File: config.mk
export PLATFORM = sky130hd
export DESIGN_NAME = mmio_pwm_responder
export DESIGN_NICKNAME = d
export VERILOG_FILES = /design/src/rtl/mmio_pwm_pkg.sv /design/src/rtl/pwm_channel.sv /design/src/rtl/mmio_pwm_responder.sv
export SDC_FILE = /design/constraint.sdc
export NUM_CORES = 1
export LEC_CHECK = 0
export CAP_MARGIN = 40
export CORE_MARGIN = 5
export CORE_UTILIZATION = 48
export DETAILED_ROUTE_END_ITERATION = 10
export PLACE_DENSITY = 0.76
export SYNTH_ARGS = -nofsm -noshare
export SYNTH_HDL_FRONTEND = slang
export SYNTH_SLANG_ARGS = --single-unit
export TNS_END_PERCENT = 5
File: constraint.sdc
create_clock -name clk -period 4.1 [get_ports clk]
set_input_delay 0.615 -clock clk [delete_from_list [all_inputs] [get_ports clk]]
set_output_delay 0.615 -clock clk [all_outputs]
set_load 0.005 [all_outputs]
File: src/rtl/mmio_pwm_pkg.sv
// mmio_pwm_pkg: shared constants, register-select enum and address decode
// helper for the memory-mapped PWM responder.
//   OFF_*          byte offsets of the six registers inside the window
//   CTRL_EN_BIT    bit index of EN in CTRL
//   decode_reg()   window offset -> register select (byte lanes ignored)
package mmio_pwm_pkg;

  localparam int unsigned PWM_BITS_DEFAULT = 8;
  localparam int unsigned PRESCALE_BITS    = 16;
  localparam int unsigned NUM_CH           = 4;
  localparam int unsigned CTRL_EN_BIT      = 0;

  localparam logic [31:0] OFF_LED      = 32'h0000_0000;
  localparam logic [31:0] OFF_RED      = 32'h0000_0004;
  localparam logic [31:0] OFF_GREEN    = 32'h0000_0008;
  localparam logic [31:0] OFF_BLUE     = 32'h0000_000C;
  localparam logic [31:0] OFF_PRESCALE = 32'h0000_0010;
  localparam logic [31:0] OFF_CTRL     = 32'h0000_0014;

  typedef enum logic [2:0] {
    REG_LED,
    REG_RED,
    REG_GREEN,
    REG_BLUE,
    REG_PRESCALE,
    REG_CTRL,
    REG_NONE
  } pwm_reg_e;

  // Offset relative to the window base; anything unmapped decodes to REG_NONE.
  function automatic pwm_reg_e decode_reg(input logic [31:0] off);
    logic [31:0] word_off;
    word_off   = {off[31:2], 2'b00};
    decode_reg = REG_NONE;
    case (word_off)
      OFF_LED:      decode_reg = REG_LED;
      OFF_RED:      decode_reg = REG_RED;
      OFF_GREEN:    decode_reg = REG_GREEN;
      OFF_BLUE:     decode_reg = REG_BLUE;
      OFF_PRESCALE: decode_reg = REG_PRESCALE;
      OFF_CTRL:     decode_reg = REG_CTRL;
      default:      decode_reg = REG_NONE;
    endcase
  endfunction

endpackage

File: src/rtl/pwm_channel.sv
// pwm_channel: one PWM output with double-buffered duty.
//   i_wr / i_wdata   bus write into the shadow (readback) duty
//   i_en             global enable; while low, active tracks shadow
//   i_period_end     period wrap; shadow is copied to active
//   i_period_cnt     shared period counter for the compare
//   o_shadow         shadow duty for bus readback
//   o_pin            registered pin, inverted when ACTIVE_LOW
module pwm_channel #(
  parameter int unsigned PWM_BITS   = 8,
  parameter bit          ACTIVE_LOW = 1'b0
) (
  input  logic                clk,
  input  logic                reset,
  input  logic                i_wr,
  input  logic [PWM_BITS-1:0] i_wdata,
  input  logic                i_en,
  input  logic                i_period_end,
  input  logic [PWM_BITS-1:0] i_period_cnt,
  output logic [PWM_BITS-1:0] o_shadow,
  output logic                o_pin
);

  logic [PWM_BITS-1:0] r_shadow;
  logic [PWM_BITS-1:0] r_active;
  logic                r_pin;

  // A write coinciding with period_end lands in the shadow while active
  // takes the old shadow, so it applies one wrap later.
  always_ff @(posedge clk or posedge reset) begin
    if (reset) begin
      r_shadow <= '0;
      r_active <= '0;
      r_pin    <= ACTIVE_LOW;
    end else begin
      if (i_wr) r_shadow <= i_wdata;
      if (!i_en || i_period_end) r_active <= r_shadow;
      r_pin <= (i_en && (i_period_cnt < r_active)) ^ ACTIVE_LOW;
    end
  end

  assign o_shadow = r_shadow;
  assign o_pin    = r_pin;

endmodule

File: src/rtl/mmio_pwm_responder.sv
// mmio_pwm_responder: data-bus slave driving led/red/green/blue with PWM.
//   clk, reset           clock, async active-high reset
//   req/we/addr/wdata    bus request, held until ack
//   rdata/ack            registered one-cycle response, rdata 0 outside ack
//   led/red/green/blue   PWM pins (RGB optionally active-low)
module mmio_pwm_responder
  import mmio_pwm_pkg::*;
#(
  parameter logic [31:0] BASE_ADDR      = 32'hFFFF_0000,
  parameter int unsigned PWM_BITS       = PWM_BITS_DEFAULT,
  parameter logic [15:0] PRESCALE_RESET = 16'd0,
  parameter bit          RGB_ACTIVE_LOW = 1'b1
) (
  input  logic        clk,
  input  logic        reset,
  input  logic        req,
  input  logic        we,
  input  logic [31:0] addr,
  input  logic [31:0] wdata,
  output logic [31:0] rdata,
  output logic        ack,
  output logic        led,
  output logic        red,
  output logic        green,
  output logic        blue
);

  logic                     r_ack;
  logic [31:0]              r_rdata;
  logic [PRESCALE_BITS-1:0] r_prescale;
  logic [PRESCALE_BITS-1:0] r_pre_cnt;
  logic                     r_en;
  logic [PWM_BITS-1:0]      r_period_cnt;

  logic                w_accept;
  logic                w_wr;
  logic                w_tick;
  logic                w_period_end;
  pwm_reg_e            w_sel;
  logic [NUM_CH-1:0]   w_duty_wr;
  logic [NUM_CH-1:0]   w_pin;
  logic [PWM_BITS-1:0] w_shadow [NUM_CH];
  logic [31:0]         w_rd_val;
  logic                w_unused;

  // No new request is taken while ack is high.
  assign w_accept     = req && !r_ack;
  assign w_wr         = w_accept && we;
  assign w_sel        = decode_reg(addr - BASE_ADDR);
  assign w_tick       = r_en && (r_pre_cnt == r_prescale);
  assign w_period_end = w_tick && (r_period_cnt == '1);
  assign w_unused     = ^wdata[31:16];

  // Duty write strobes per channel.
  always_comb begin
    w_duty_wr = '0;
    if (w_wr) begin
      case (w_sel)
        REG_LED:   w_duty_wr[0] = 1'b1;
        REG_RED:   w_duty_wr[1] = 1'b1;
        REG_GREEN: w_duty_wr[2] = 1'b1;
        REG_BLUE:  w_duty_wr[3] = 1'b1;
        default:   w_duty_wr = '0;
      endcase
    end
  end

  // Readback mux, zero-extended; unmapped selects read 0.
  always_comb begin
    w_rd_val = '0;
    case (w_sel)
      REG_LED:      w_rd_val = 32'(w_shadow[0]);
      REG_RED:      w_rd_val = 32'(w_shadow[1]);
      REG_GREEN:    w_rd_val = 32'(w_shadow[2]);
      REG_BLUE:     w_rd_val = 32'(w_shadow[3]);
      REG_PRESCALE: w_rd_val = 32'(r_prescale);
      REG_CTRL:     w_rd_val = 32'(r_en);
      default:      w_rd_val = '0;
    endcase
  end

  // Bus handshake, control registers and the shared prescale/period counters.
  always_ff @(posedge clk or posedge reset) begin
    if (reset) begin
      r_ack        <= 1'b0;
      r_rdata      <= '0;
      r_prescale   <= PRESCALE_RESET;
      r_en         <= 1'b0;
      r_pre_cnt    <= '0;
      r_period_cnt <= '0;
    end else begin
      r_ack   <= w_accept;
      r_rdata <= (w_accept && !we) ? w_rd_val : '0;
      if (w_wr && (w_sel == REG_PRESCALE)) r_prescale <= wdata[PRESCALE_BITS-1:0];
      if (w_wr && (w_sel == REG_CTRL))     r_en       <= wdata[CTRL_EN_BIT];
      if (!r_en) begin
        r_pre_cnt    <= '0;
        r_period_cnt <= '0;
      end else if (w_tick) begin
        r_pre_cnt    <= '0;
        r_period_cnt <= r_period_cnt + 1'b1;
      end else begin
        // Past a lowered PRESCALE this wraps through 16 bits before ticking.
        r_pre_cnt <= r_pre_cnt + 1'b1;
      end
    end
  end

  for (genvar i = 0; i < NUM_CH; i++) begin : g_ch
    pwm_channel #(
      .PWM_BITS   (PWM_BITS),
      .ACTIVE_LOW ((i == 0) ? 1'b0 : RGB_ACTIVE_LOW)
    ) u_ch (
      .clk          (clk),
      .reset        (reset),
      .i_wr         (w_duty_wr[i]),
      .i_wdata      (wdata[PWM_BITS-1:0]),
      .i_en         (r_en),
      .i_period_end (w_period_end),
      .i_period_cnt (r_period_cnt),
      .o_shadow     (w_shadow[i]),
      .o_pin        (w_pin[i])
    );
  end

  assign ack   = r_ack;
  assign rdata = r_rdata;
  assign led   = w_pin[0];
  assign red   = w_pin[1];
  assign green = w_pin[2];
  assign blue  = w_pin[3];

endmodule

# After elaboration in Yosys (flattened, before gate mapping)
# Cells that the tools add are included.
# word_totals
ff_bits	142
elab_cells	70
inputBits	68
# op_classes
mux	12
n_eq_ne	13
addsub	3
reduce_logical	17
magnitude_cmp	4
n_bitwise	3
# ops
cell	n
one-hot mux 16 bit (6 select lines)	1
== test 30 x 2 -> 1 bit, second input constant	2
== test 30 x 3 -> 1 bit, second input constant	2
< comparator 8 bit	4
two-way mux 16 bit	2
two-way mux 32 bit	1
subtractor 32 bit, second input constant	1
== test 30 x 1 -> 1 bit, second input constant	1
logical NOT 30 bit	1
one-hot mux 3 bit (6 select lines)	1
adder 16 x 1 -> 16 bit, second input constant	1
== test 16 bit	1
two-way mux 8 bit	2
logical AND 1 bit	11
adder 8 x 1 -> 8 bit, second input constant	1
== test 8 bit, second input constant	1
== test 3 x 2 -> 1 bit, second input constant	2
== test 3 bit, second input constant	2
two-way mux 1 bit	4
two-way mux 4 bit	1
== test 3 x 1 -> 1 bit, second input constant	1
logical NOT 1 bit	3
logical NOT 3 bit	1
NOT 1 bit	3
other kinds (2)	2

# Depth between registers and ports, before layout
# Gate-level depths: netlist of run 1.
# depth
word_depth	6
mapped_depth	13

# Hierarchy
# From an unflattened synthesis of run 1, not the netlist that was laid out.
# unflattened
hier_cells	546
area_unflattened_um2	6647.6
# by_module_without_submodules
mod	seq_area_each_um2	cells_per_inst	area_each_um2	instances
mmio_pwm_responder	1451.4	296	3235.6	1
pwm_channel at g_ch[1].u_ch ...	426.7	60	848.3	3
pwm_channel at g_ch[0].u_ch	425.4	70	867.1	1

# Worst setup path after synthesis of run 1
# No wires, ideal clock.
# synth_timing
kind	input to register
startpoint	input port addr[11]
endpoint	register r_prescale[0]
setup_ps	125
t_required_ps	3975
path_stages	12
t_arrival_ps	3776
setup_slack_ps	199
cell_sequence	or4b_4 -> nor4_4 -> and2_1 -> clkbuf_2 -> buf_4 -> buf_2 -> nand3b_1 -> ha_1 -> or3b_2 -> nor4_4 -> buf_8 -> mux2_4
# synth_between
elab_chain_len	5
# synth_rtl
item	line	rtl
start: declaration	mmio_pwm_responder.sv:18	input logic [31:0] addr,
subtractor 32 bit (*)	mmio_pwm_responder.sv:49	assign w_sel = decode_reg(addr - BASE_ADDR);
== test 30 x 3 -> 1 bit, or another cell as far along	mmio_pwm_pkg.sv:35	case (word_off)
one-hot mux 3 bit (6 select lines) (*)	mmio_pwm_pkg.sv:35	
== test 3 bit (*)	mmio_pwm_responder.sv:94	if (w_wr && (w_sel == REG_PRESCALE)) r_prescale <= wdata[PRESCALE_BITS-1:0];
logical AND 1 bit (*)	mmio_pwm_responder.sv:94	
end signal: assignment	mmio_pwm_responder.sv:94	
end: declaration	mmio_pwm_responder.sv:30	logic [PRESCALE_BITS-1:0] r_prescale;
# Every way passes the cells marked *; elsewhere a longest branch is shown, timed or not.
# A chain may end at the register's enable or synchronous reset.

# Worst setup path after layout of run 1
# layout_timing
startpoint	input port addr[11]
endpoint	register g_ch[3].u_ch.r_shadow[4]
# layout_between
elab_chain_len	6
# layout_rtl
item	line	rtl
subtractor 32 bit (*)	mmio_pwm_responder.sv:49	
== test 30 x 3 -> 1 bit, or another cell as far along	mmio_pwm_pkg.sv:35	
one-hot mux 3 bit (6 select lines) (*)	mmio_pwm_pkg.sv:35	
== test 3 x 2 -> 1 bit (*)	mmio_pwm_responder.sv:58	case (w_sel)
two-way mux 1 bit (*)	mmio_pwm_responder.sv:58	
two-way mux 4 bit (*)	mmio_pwm_responder.sv:57	if (w_wr) begin
end signal: assignment	pwm_channel.sv:35	if (i_wr) r_shadow <= i_wdata;
end: declaration	pwm_channel.sv:23	logic [PWM_BITS-1:0] r_shadow;
# Marks and branches as above.

==> results of run 1 <==
## layer usage
layer  up-vias  global-route usage, %
li1       2131                      -
met1      2314                   25.7
met2       179                   30.7
met3        33                   5.55
met4         0                   9.02
met5         -                      0
## power by group through the flow
stage | registers [uW] | clock network (uW) | logic, uW
after floorplan | 1270 | 0 | 51.3
after detailed placement | 1270 | 0 | 112
after global routing | 1240 | 1670 | 121
after CTS | 1250 | 1610 | 112
final | 1250 | 1590 | 111
after global placement | 1270 | 0 | 109
## synthesized netlist by cell type (2+ instances only)
master    number
a21oi_1       14
a222oi_1       6
xor2_1         9
nand4b_1      11
nor3_1         2
dfrtp_1      123
buf_2          4
nand4_2        2
nand3b_1       4
a211oi_1       2
nor2b_1        6
mux2_2        78
buf_4         17
o21ai_0        8
and2_1        11
dfstp_2        3
nand4_1       16
nor4_1         2
inv_1         39
a31oi_1       11
xnor2_1       22
nor4_4         2
ha_1          31
nand2_1       22
and3_1         7
mux2i_1        5
buf_1          4
nand3_1        9
clkbuf_1       9
nand2b_1      16
mux2_4        10
nor2_1        34
a31o_2         6
## area by class of cell
| cell class | count | area, um^2 | area share, % |
|---|---|---|---|
| clock inverter | 14 | 189 | 2.35 |
| timing repair buffer | 82 | 816 | 10.1 |
| inverter | 39 | 149 | 1.85 |
| tap | 176 | 220 | 2.73 |
| sequential | 126 | 3160 | 39.2 |
| clock buffer | 18 | 439 | 5.45 |
| multi-input combinational | 379 | 3090 | 38.3 |
## per-stage QoR
stage / cell area (um^2) / instances / hold WS [ps] / worst slack (ps) / util (%)
after floorplan: 6600 / 580 / 455 / 134 / -
after global placement: 7430 / 802 / 460 / 320 / 55.9
after detailed placement: 7430 / 802 / 472 / 173 / 55.9
after CTS: 8060 / 834 / 481 / 627 / 60.6
after global routing: 8060 / 834 / 516 / 459 / 60.6
final: 8060 / 834 / 476 / 603 / 60.6
## path summary, 6_finish.rpt
kind / from / to / slack, ps / cells past startpoint
min in group asynchronous: reset / rdata[10] / 670 / 2
setup / recovery: addr[11] / g_ch[3].u_ch.o_shadow[4] / 600 / 9
max in group asynchronous: reset / g_ch[1].u_ch.o_pin / 2640 / 3
setup reg to reg: r_pre_cnt[0] / g_ch[3].u_ch.r_active[5] / 1690 / 7
hold reg to reg: ack / ack / 480 / 1
hold / removal: ack / ack / 480 / 1
## registers in the layout, summed over array words and instances, names as in the netlist
name / cells
r_pre_cnt: 16
r_prescale: 16
r_period_cnt: 8
g_ch.u_ch.r_active: 32
ack: 1
r_en: 1
g_ch.u_ch.o_pin: 4
rdata: 16
g_ch.u_ch.o_shadow: 32
## logic make-up (layout without fill, tap and decap cells)
logic type                 after synthesis  in the layout
adders and majority gates               31             31
DFF                                    126            126
muxes                                   93             93
AOI/OAI and AO/OA                       54             54
other                                    1             16
xor gates and xnor gates                31             31
and+or+nand+nor                        154            154
buffers and inverters                   75            153
==> impl_metrics.env, run 1 <==
export IMPL_status="completed"
export IMPL_die_w_um=127
export IMPL_fin_skew_ps=11.0
export IMPL_fmax_mhz=286
export IMPL_start_util_pct=49.2
export IMPL_wl_met1_mm=6.52
export IMPL_total_leakage_power_uw=0.00361
export IMPL_wl_per_cell_um=18.1
export IMPL_ys_flop_type="dfrtp_1"
export IMPL_p_total_uw=2950
export IMPL_viasPerCell=5.58
export IMPL_synth_edf_count=0
export IMPL_final_hold_viol_count=0
export IMPL_diodes=0
export IMPL_yosysWarnings=0
export IMPL_critPathTopFamily="simple AND/OR/NAND/NOR gates"
export IMPL_syn2layout_area_growth_pct=23.1
export IMPL_synth_simple_area_share_pct=14.0
export IMPL_synth_area_leaders="dfrtp_1 47%, mux2_2 13%, ha_1 5.9%"
export IMPL_cp_arrival_ps=3800
export IMPL_grt_max_degree=59
export IMPL_synthAdderAreaFrac_pct=5.93
export IMPL_synth_compound_area_share_pct=5.60
export IMPL_worst_path_buf_inv=1
export IMPL_htree_levels=4
export IMPL_syn_instance_count=565
export IMPL_async_reset_ff_share_pct=100
export IMPL_layout_commonest_cell="dfrtp_1"
export IMPL_finalSetupViolations=0
export IMPL_wl_met3_mm=1.05
export IMPL_worstSetupEndpointType="register"
export IMPL_synth_top_cell_area_share_pct=47.0
export IMPL_tns_ps=0
export IMPL_clkLatencyLatePin_ps=420
export IMPL_p_clk_share_pct=54.0
export IMPL_critPathKind="in2reg"
export IMPL_tritoncts="yes"
export IMPL_power_switching_uw=618
export IMPL_ys_seq_area_share_pct=48.3
export IMPL_synth_mux_area_share_pct=16.5
export IMPL_dr_wl_met2_mm=7.18
export IMPL_core_um2=13300
export IMPL_required_ps=4400
export IMPL_die_h_um=127
export IMPL_crit_fanout=8
export IMPL_layout_common_cells="123 x dfrtp_1, 78 x mux2_2, 70 x clkdlybuf4s50_1"
export IMPL_synth_area_leader_cell="dfrtp_1"
export IMPL_clk_pin_slew_ps=60
export IMPL_syn_area_um2=6540
export IMPL_hold_buffers=0
export IMPL_postCtsSetupRepairBufs=0
export IMPL_p_seq_share_pct=42.3
export IMPL_worst_pin_slew_ps=767
export IMPL_nets=744
export IMPL_num_vias=4657
export IMPL_power_density_nw_per_um2=366
export IMPL_firstDrtPassIters=5
export IMPL_synth_seq_cells=126
export IMPL_port_buffers=70
export IMPL_finalWirelength_mm=15.1
export IMPL_hold_path_class="reg2reg"
export IMPL_synth_top_family_by_area="multiplexers"
export IMPL_cts_root_buf="clkbuf_16"
export IMPL_grt_total_usage_pct=19.7
export IMPL_synth_xor_area_share_pct=4.15
export IMPL_die_area_um2=16100
export IMPL_max_slew_margin_rel_pct=48.9
export IMPL_rsz0062_at_grt="no"
export IMPL_grt_pass1_wl_mm=25.0
export IMPL_cts_buffers=17
export IMPL_cap_violations=0
export IMPL_fill_cells=1074
export IMPL_io_pins=105
export IMPL_startpoint_type="primary input"
export IMPL_power_frac_comb_pct=3.8
export IMPL_min_period_over_period_pct=85.3
export IMPL_route_detailed_drc=0
export IMPL_drtIter0Drc=344
export IMPL_ant_nets=0
export IMPL_vdd_drop_max_uv=306
export IMPL_cp_slowest_stage_delay_ps=550
export IMPL_path_cells="clkdlybuf4s50_1 -> or4b_4 -> nor4_4 -> and2_1 -> nand3b_1 -> ha_1 -> nor3b_1 -> nand4_2 -> mux2_2"
export IMPL_ys_types=53
export IMPL_clkSinkCount=126
export IMPL_antenna_found_initial=0
export IMPL_highest_signal_layer="met4"
export IMPL_drv_slew=0
export IMPL_globalRouteOverflowTotal=0
export IMPL_internal_power_uw=2330
export IMPL_avgSynthCellArea_um2=11.6
export IMPL_drive_gt1_share_pct=23.3
export IMPL_clock_path_buffers=2
export IMPL_core_rowCount=42
export IMPL_sw_frac_of_total_pct=21.0
export IMPL_fin_crit_ps=3500
export IMPL_hpwl_mm=10.9
export IMPL_crit_path_top_delay_cell="or4b_4"
export IMPL_first_global_vias=4837
export IMPL_globalplace_congestion=0.847
export IMPL_cts_resized=0
No activity file was read; power rests on OpenSTA's default activity.
==> run 2, diff against run 1 <==
--- a/config.mk
+++ b/config.mk
@@ -7,10 +7,10 @@
 export LEC_CHECK = 0
 export CAP_MARGIN = 40
 export CORE_MARGIN = 5
-export CORE_UTILIZATION = 48
+export CORE_UTILIZATION = 49
 export DETAILED_ROUTE_END_ITERATION = 10
-export PLACE_DENSITY = 0.76
+export PLACE_DENSITY = 0.77
 export SYNTH_ARGS = -nofsm -noshare
 export SYNTH_HDL_FRONTEND = slang
 export SYNTH_SLANG_ARGS = --single-unit
-export TNS_END_PERCENT = 5
+export TNS_END_PERCENT = 30
==> impl_metrics.env, run 2 (same netlist as run 1, synthesis figures left out) <==
export IMPL_status="completed"
export IMPL_drv_slew=0
export IMPL_clkLatencyLatePin_ps=410
export IMPL_hpwl_mm=10.8
export IMPL_grt_total_usage_pct=19.8
export IMPL_hold_path_class="reg2reg"
export IMPL_layout_common_cells="123 x dfrtp_1, 78 x mux2_2, 70 x clkdlybuf4s50_1"
export IMPL_critPathKind="in2reg"
export IMPL_reg2reg_depth=7
export IMPL_antenna_found_initial=0
export IMPL_die_h_um=126
export IMPL_tns_ps=0
export IMPL_globalplace_congestion=0.829
export IMPL_fmax_mhz=287
export IMPL_globalRouteOverflowTotal=0
export IMPL_htree_levels=4
export IMPL_layout_commonest_cell="dfrtp_1"
export IMPL_core_rowCount=42
export IMPL_drive_gt1_share_pct=23.0
export IMPL_finalWirelength_mm=15.2
export IMPL_diodes=0
export IMPL_vdd_drop_max_uv=323
export IMPL_worst_pin_slew_ps=723
export IMPL_min_period_over_period_pct=85.0
export IMPL_fin_skew_ps=9.10
export IMPL_cp_arrival_ps=3780
export IMPL_startpoint_type="primary input"
export IMPL_io_pins=105
export IMPL_viasPerCell=5.56
export IMPL_syn2layout_area_growth_pct=22.5
export IMPL_wl_per_cell_um=18.3
export IMPL_min_delay_start="ack"
export IMPL_fill_cells=1059
export IMPL_route_detailed_drc=0
export IMPL_grt_max_degree=72
export IMPL_final_hold_viol_count=0
export IMPL_clock_path_buffers=2
export IMPL_r2r_slack_ps=1630
export IMPL_cts_buffers=17
export IMPL_power_density_nw_per_um2=358
export IMPL_crit_fanout=8
export IMPL_postCtsSetupRepairBufs=0
export IMPL_cts_root_buf="clkbuf_16"
export IMPL_nets=743
export IMPL_min_to="ack"
export IMPL_fin_crit_ps=3490
export IMPL_drtIter0Drc=518
export IMPL_whs_path_depth=1
export IMPL_core_um2=13200
export IMPL_port_buffers=70
export IMPL_num_vias=4635
export IMPL_rsz0062_at_grt="no"
export IMPL_first_global_vias=4837
export IMPL_holdWs_ps=478
export IMPL_firstDrtPassIters=5
export IMPL_clk_pin_slew_ps=60
export IMPL_r2r_start="r_pre_cnt[0]"
export IMPL_ant_nets=0
export IMPL_worstSetupEndpointType="register"
export IMPL_required_ps=4390
export IMPL_cap_violations=0
export IMPL_die_w_um=126
export IMPL_clkSinkCount=126
export IMPL_rr_endpoint="g_ch[1].u_ch.r_active[7]"
export IMPL_total_leakage_power_uw=0.00360
export IMPL_start_util_pct=49.6
export IMPL_finalSetupViolations=0
export IMPL_max_slew_margin_rel_pct=51.8
export IMPL_grt_pass1_wl_mm=24.9
export IMPL_die_area_um2=15800
export IMPL_cts_resized=0
export IMPL_tritoncts="yes"
export IMPL_hold_buffers=0
[run 2: power by group]
group / internal [uW] / total [uW] / leakage (uW) / switching [uW]
logic: 52.5 / 111 / 0.00155 / 59.0
registers: 1250 / 1250 / 0.00175 / 0.288
clock network: 956 / 1510 / 0.000294 / 556
total: 2250 / 2870 / 0.00360 / 615
[run 2: metrics by stage]
| stage | setup WS, ps | power [uW] | util, % | instance area (um^2) | cells |
|---|---|---|---|---|---|
| after floorplan | 134 | 1320 | - | 6600 | 580 |
| after global placement | 334 | 1380 | 56.3 | 7420 | 801 |
| after detailed placement | 183 | 1380 | 56.3 | 7420 | 801 |
| after CTS | 628 | 2890 | 60.8 | 8020 | 833 |
| after global routing | 418 | 2970 | 60.8 | 8020 | 833 |
| final | 614 | 2870 | 60.8 | 8020 | 833 |
[run 2: cell type report]
cell class                 count  area [um^2]  share of cell area [%]
clock buffer                  18          429                    5.35
inverter                      39          149                    1.86
timing repair buffer          81          808                    10.1
multi-input combinational    379         3090                    38.5
sequential                   126         3160                    39.4
clock inverter                14          166                    2.08
tap                          176          220                    2.75
[run 2: worst max-delay path, cell delays in order]
cell             delay, ps
clkdlybuf4s50_1        400
or4b_4                 540
nor4_4                 220
and2_1                 200
nand3b_1               110
ha_1                   310
nor3b_1                510
nand4_2                440
mux2_2                 420
[run 2: worst max path at each step]
stage          cells after the start      from  slack, ps                        to
4_1_cts                            9  addr[11]        630  g_ch[3].u_ch.o_shadow[0]
3_3_place_gp                       9  addr[11]        330  g_ch[3].u_ch.o_shadow[0]
3_5_place_dp                       9  addr[11]        180  g_ch[3].u_ch.o_shadow[1]
6_report                           9  addr[11]        610  g_ch[3].u_ch.o_shadow[2]
5_1_grt                            9  addr[11]        420  g_ch[3].u_ch.o_shadow[2]
2_1_floorplan                      1     reset        130                       ack
[run 2: routing by layer]
metal	vias to the layer above	track usage, %	share of wire [%]
met2	167	33.9	50
met4	0	5.23	1.1
li1	2131	-	-
met5	-	0	0
met1	2324	25.2	43
met3	13	4.90	5.9
